<file path="config.mk">
export PLATFORM = sky130hd
export DESIGN_NAME = branch_predictor
export DESIGN_NICKNAME = d
export VERILOG_FILES = /design/src/rtl/branch_predictor.sv
export SDC_FILE = /design/constraint.sdc
export NUM_CORES = 2
export LEC_CHECK = 0
export BUFFER_PORTS_ARGS = -buffer_cell sky130_fd_sc_hd__buf_2
export CORE_ASPECT_RATIO = 0.75
export CORE_MARGIN = 5
export CORE_UTILIZATION = 55
export DETAILED_ROUTE_END_ITERATION = 12
export PLACE_DENSITY = 0.72
export SLEW_MARGIN = 20
export SYNTH_ARGS = -nofsm -noshare
export SYNTH_HDL_FRONTEND = slang
export SYNTH_SLANG_ARGS = --single-unit
</file>
<file path="constraint.sdc">
create_clock -name clk -period 11.72 [get_ports clk]
set_clock_uncertainty 0.05 [all_clocks]
set_input_delay 0.586 -clock clk [delete_from_list [all_inputs] [get_ports clk]]
set_output_delay 0.586 -clock clk [all_outputs]
set_load 0.01 [all_outputs]
</file>
<file path="src/rtl/branch_predictor.sv">
// ============================================================================
// Module   : branch_predictor
// Purpose  : Next-PC generator with a direct-mapped BTB of 2-bit saturating
//            counters; EX trains the BTB and redirects fetch on mispredict.
// Revision : 1.0 - initial release
// ============================================================================
`default_nettype none

module branch_predictor #(
    parameter int IDX_W = 4
) (
    input  logic        clk,
    input  logic        rst,
    input  logic [31:0] pc,
    output logic [31:0] next_pc,
    output logic        pred_taken,
    output logic [31:0] pred_target,
    input  logic        redirect,
    input  logic [31:0] redirect_pc,
    input  logic        upd_en,
    input  logic [31:0] upd_pc,
    input  logic        upd_taken,
    input  logic [31:0] upd_target
);

    localparam int ENTRIES = 2 ** IDX_W;
    localparam int TAG_W   = 30 - IDX_W;

    logic             valid_q  [ENTRIES];
    logic [TAG_W-1:0] tag_q    [ENTRIES];
    logic [31:0]      target_q [ENTRIES];
    logic [1:0]       ctr_q    [ENTRIES];

    logic [IDX_W-1:0] w_lk_idx;
    logic [TAG_W-1:0] w_lk_tag;
    logic             w_lk_hit;
    logic [IDX_W-1:0] w_upd_idx;
    logic [TAG_W-1:0] w_upd_tag;
    logic             w_upd_hit;
    logic [1:0]       ctr_d;
    logic             unused_lsbs;

    // Byte offset within the word never selects an entry.
    assign unused_lsbs = ^{pc[1:0], upd_pc[1:0]};

    assign w_lk_idx  = pc[IDX_W+1:2];
    assign w_lk_tag  = pc[31:IDX_W+2];
    assign w_upd_idx = upd_pc[IDX_W+1:2];
    assign w_upd_tag = upd_pc[31:IDX_W+2];

    assign w_lk_hit    = valid_q[w_lk_idx] && (tag_q[w_lk_idx] == w_lk_tag);
    assign pred_taken  = w_lk_hit && ctr_q[w_lk_idx][1];
    assign pred_target = pred_taken ? target_q[w_lk_idx] : 32'd0;

    always_comb begin
        next_pc = pc + 32'd4;
        if (redirect) begin
            next_pc = redirect_pc;
        end else if (pred_taken) begin
            next_pc = pred_target;
        end
    end

    assign w_upd_hit = valid_q[w_upd_idx] && (tag_q[w_upd_idx] == w_upd_tag);

    always_comb begin
        ctr_d = ctr_q[w_upd_idx];
        if (upd_taken) begin
            if (ctr_q[w_upd_idx] != 2'b11) ctr_d = ctr_q[w_upd_idx] + 2'b01;
        end else begin
            if (ctr_q[w_upd_idx] != 2'b00) ctr_d = ctr_q[w_upd_idx] - 2'b01;
        end
    end

    always_ff @(posedge clk) begin
        if (rst) begin
            for (int i = 0; i < ENTRIES; i++) begin
                valid_q[i]  <= 1'b0;
                tag_q[i]    <= '0;
                target_q[i] <= 32'd0;
                ctr_q[i]    <= 2'b01;
            end
        end else if (upd_en) begin
            if (w_upd_hit) begin
                ctr_q[w_upd_idx] <= ctr_d;
                if (upd_taken) target_q[w_upd_idx] <= upd_target;
            end else if (upd_taken) begin
                // Taken miss replaces whatever lives here; old counter is lost.
                valid_q[w_upd_idx]  <= 1'b1;
                tag_q[w_upd_idx]    <= w_upd_tag;
                target_q[w_upd_idx] <= upd_target;
                ctr_q[w_upd_idx]    <= 2'b10;
            end
        end
    end

endmodule

`default_nettype wire

</file>
==> impl_metrics.yaml <==
run_status:
  status: "completed"
floorplan:
  core_area_mm2: 0.09177
  start_util_pct: 55.67
  die-area_mm2: 0.09914
  num_rows: 96
  die_w_um: 361.9
  io_pins: 198
  fp.dieH_um: 273.9
timing:
  slew_viol_final: 0
  max_freq_mhz: 145.3
  setup-tns-final_ns: 0
  setup_viol: 0
  fin_crit_ns: 6.885
  post-route-worst-setup-slack_ns: 4.835
  slew_headroom_pct: 17.74
  period_share_pct: 58.74
  worst_slew_pin_slew_ns: 1.234
  hold_viol: 0
  rsz0062_at_grt: "no"
worst_setup_path:
  cp.arrival_ns: 6.25
  cp_max_fo: 124
  ff2ff_setup_slack_ns: 6.43
  required_ns: 11.08
  cp-end-kind: "primary output"
  startpoint_type: "primary input"
  path_class: "primary input to primary output"
yosys:
  synth_top_area_share_pct: 56.43
  synth_area_leaders: "edfxtp_1 (56%), mux4_2 (15%), and3_1 (7.1%)"
  synth_area_mm2: 0.05109
  syn-num-nets: 3766
  ys.warnings.count: 0
  yosysTopAreaCell: "edfxtp_1"
  synth-seq-cells: 976
  synthFlopType: "edfxtp_1"
  ys_seq_area_share_pct: 57.05
  syn_inst: 3632
  synth.avg_cell_area_um2: 14.07
  synth_edf_count: 960
  synth.distinct_cells: 83
  ys_async_sr_fraction_pct: 0
finish:
  layout_common_cells: "edfxtp_1 (960), and3_1 (578), mux4_2 (342)"
  syn2layout_area_growth_pct: 9.480
  layout-drive-gt1-share_pct: 24.03
  fillers: 6887
  nets: 3737
  seq_area_mm2: 0.02915
  final_common_cell: "edfxtp_1"
  multiInputGateArea_mm2: 0.02024
cts:
  cts_sinks: 976
  cts_hold_buf: 0
  htreeDepth: 3
  tritoncts: "built"
  clk_latency_ns: 0.68
  postCtsSetupBuffers: 0
  path_clk_slew_ns: 0.06
  clock-root-buffer: "clkbuf_16"
  numCtsBuffers: 98
  clk_path_buf_depth: 3
  cts_resized: 0
routing:
  vias: 35251
  vias_per_cell: 7.142
  route.detailed.wl_per_inst_um: 35.11
  ant_nets: 0
  drt_iter0_markers: 6336
  drc: 0
  dr.pass1.iters: 6
  finalWirelength_mm: 173.3
placement:
  gp_congestion: 0.9945
  dp_hpwl_mm: 98.87
  portBuffers: 195
  pre_cts_slack_ns: 4.983
pwr:
  netSwitchingPower_mw: 2.051
  power_frac_comb_pct: 11.7
  leakage_nw: 21.11
  power.density_mw_per_mm2: 145.6
  swShare_pct: 25.18
  power_frac_seq_pct: 50.2
  pwr-share-clk_pct: 38.2
  p_int_mw: 6.094
  peakVddDrop_mv: 0.1125
global_route:
  grt_pass1_vias: 33986
  overflow: 0
  grt_antenna_before_repair: 35
  grt_use_total_pct: 34.45
  grt_pass1_wl_mm: 245.8
  grt_start_max_net_pins: 305
job:
  drv_cap: 0
hold_path:
  min_path_type: "primary input to flip-flop"
## final timing paths
check               from            to  depth (start not counted)
max                pc[3]   next_pc[31]                         13
min            upd_pc[7]  tag_q[14][1]                          2
max reg2reg  tag_q[7][5]  tag_q[5][22]                         11
min reg2reg  valid_q[15]   valid_q[15]                          1
## per-layer routing
metal,track usage (%),vias up,wire [um]
li1,-,14115,-
met1,48.60,17572,63430
met2,48.63,3089,73970
met3,13.94,457,28570
met4,12.26,18,7014
met5,0.5882,-,302
## metrics by stage
| stage | instance area, um^2 | total power [mW] | hold slack (ns) | utilization [%] | std cells |
|---|---|---|---|---|---|
| 6_report | 55930 | 8.145 | 0.2624 | 60.95 | 4936 |
| 5_1_grt | 55900 | 8.328 | 0.2528 | 60.92 | 4924 |
| 4_1_cts | 55870 | 8.107 | 0.2259 | 60.88 | 4912 |
| 3_5_place_dp | 52760 | 5.069 | 0.4370 | 57.50 | 4728 |
| 3_3_place_gp | 52760 | 5.052 | 0.4272 | 57.50 | 4728 |
| 2_1_floorplan | 51090 | 4.705 | 0.3987 | - | 3632 |
## synthesized netlist by cell type, drive strengths merged (3+ instances only)
cell type,instances
edfxtp,960
and3,578
mux4,342
clkbuf,308
and2,293
nor3,128
mux2i,126
nand2,114
buf,104
nor2,73
o21ai,66
xnor2,51
nand3,50
mux2,47
inv,30
xor2,30
o22ai,28
a21oi,27
nor4,26
a22o,24
a211oi,17
nor2b,17
dfxtp,16
or3,16
nand2b,15
a22oi,13
o31ai,13
a221oi,12
a31oi,12
nand4,10
clkinv,7
o211ai,7
o21bai,7
or2,6
o32ai,5
or4,5
a21o,4
o221ai,4
a311oi,3
nand3b,3
o2bb2ai,3
## cell type report
type	count	area share, %
clock inverter	54	0.7986
antenna	24	0.1074
multi-input combinational	2207	36.18
sequential	976	52.11
tap	1225	2.740
timing repair buffer	283	3.058
clock buffer	130	4.751
inverter	37	0.2505
## registers in the layout (all words and copies together) (netlist names)
register,flops
valid_q,16
target_q,512
tag_q,416
ctr_q,32
## critical path, stage by stage
cell and delay, ns:
buf_8 0.51, buf_12 0.71, mux4_2 0.42, nor2_1 0.24, nor4_1 0.09, nor4b_1 0.88, nand4_1 0.16, or4_1 0.73
nor4_4 0.30, buf_4 0.64, mux2i_1 0.63, o21ai_1 0.09, buf_2 0.16
## power groups by stage
stage | sequential [mW] | combinational [mW] | clock [mW]
2_1_floorplan | 4.13 | 0.577 | 0
3_3_place_gp | 4.14 | 0.908 | 0
3_5_place_dp | 4.15 | 0.915 | 0
4_1_cts | 4.08 | 0.918 | 3.11
5_1_grt | 4.10 | 0.974 | 3.26
6_report | 4.09 | 0.950 | 3.11
## cell families after synthesis
logic type	share of synthesized area, %
muxes	18.58
and+or+nand+nor	15.20
AOI/OAI and AO/OA	3.737
adders and majority gates	0.02449
DFF	57.05
xor gates and xnor gates	1.389
buffers and inverters	4.012
Power figures use the tool's default switching activity.
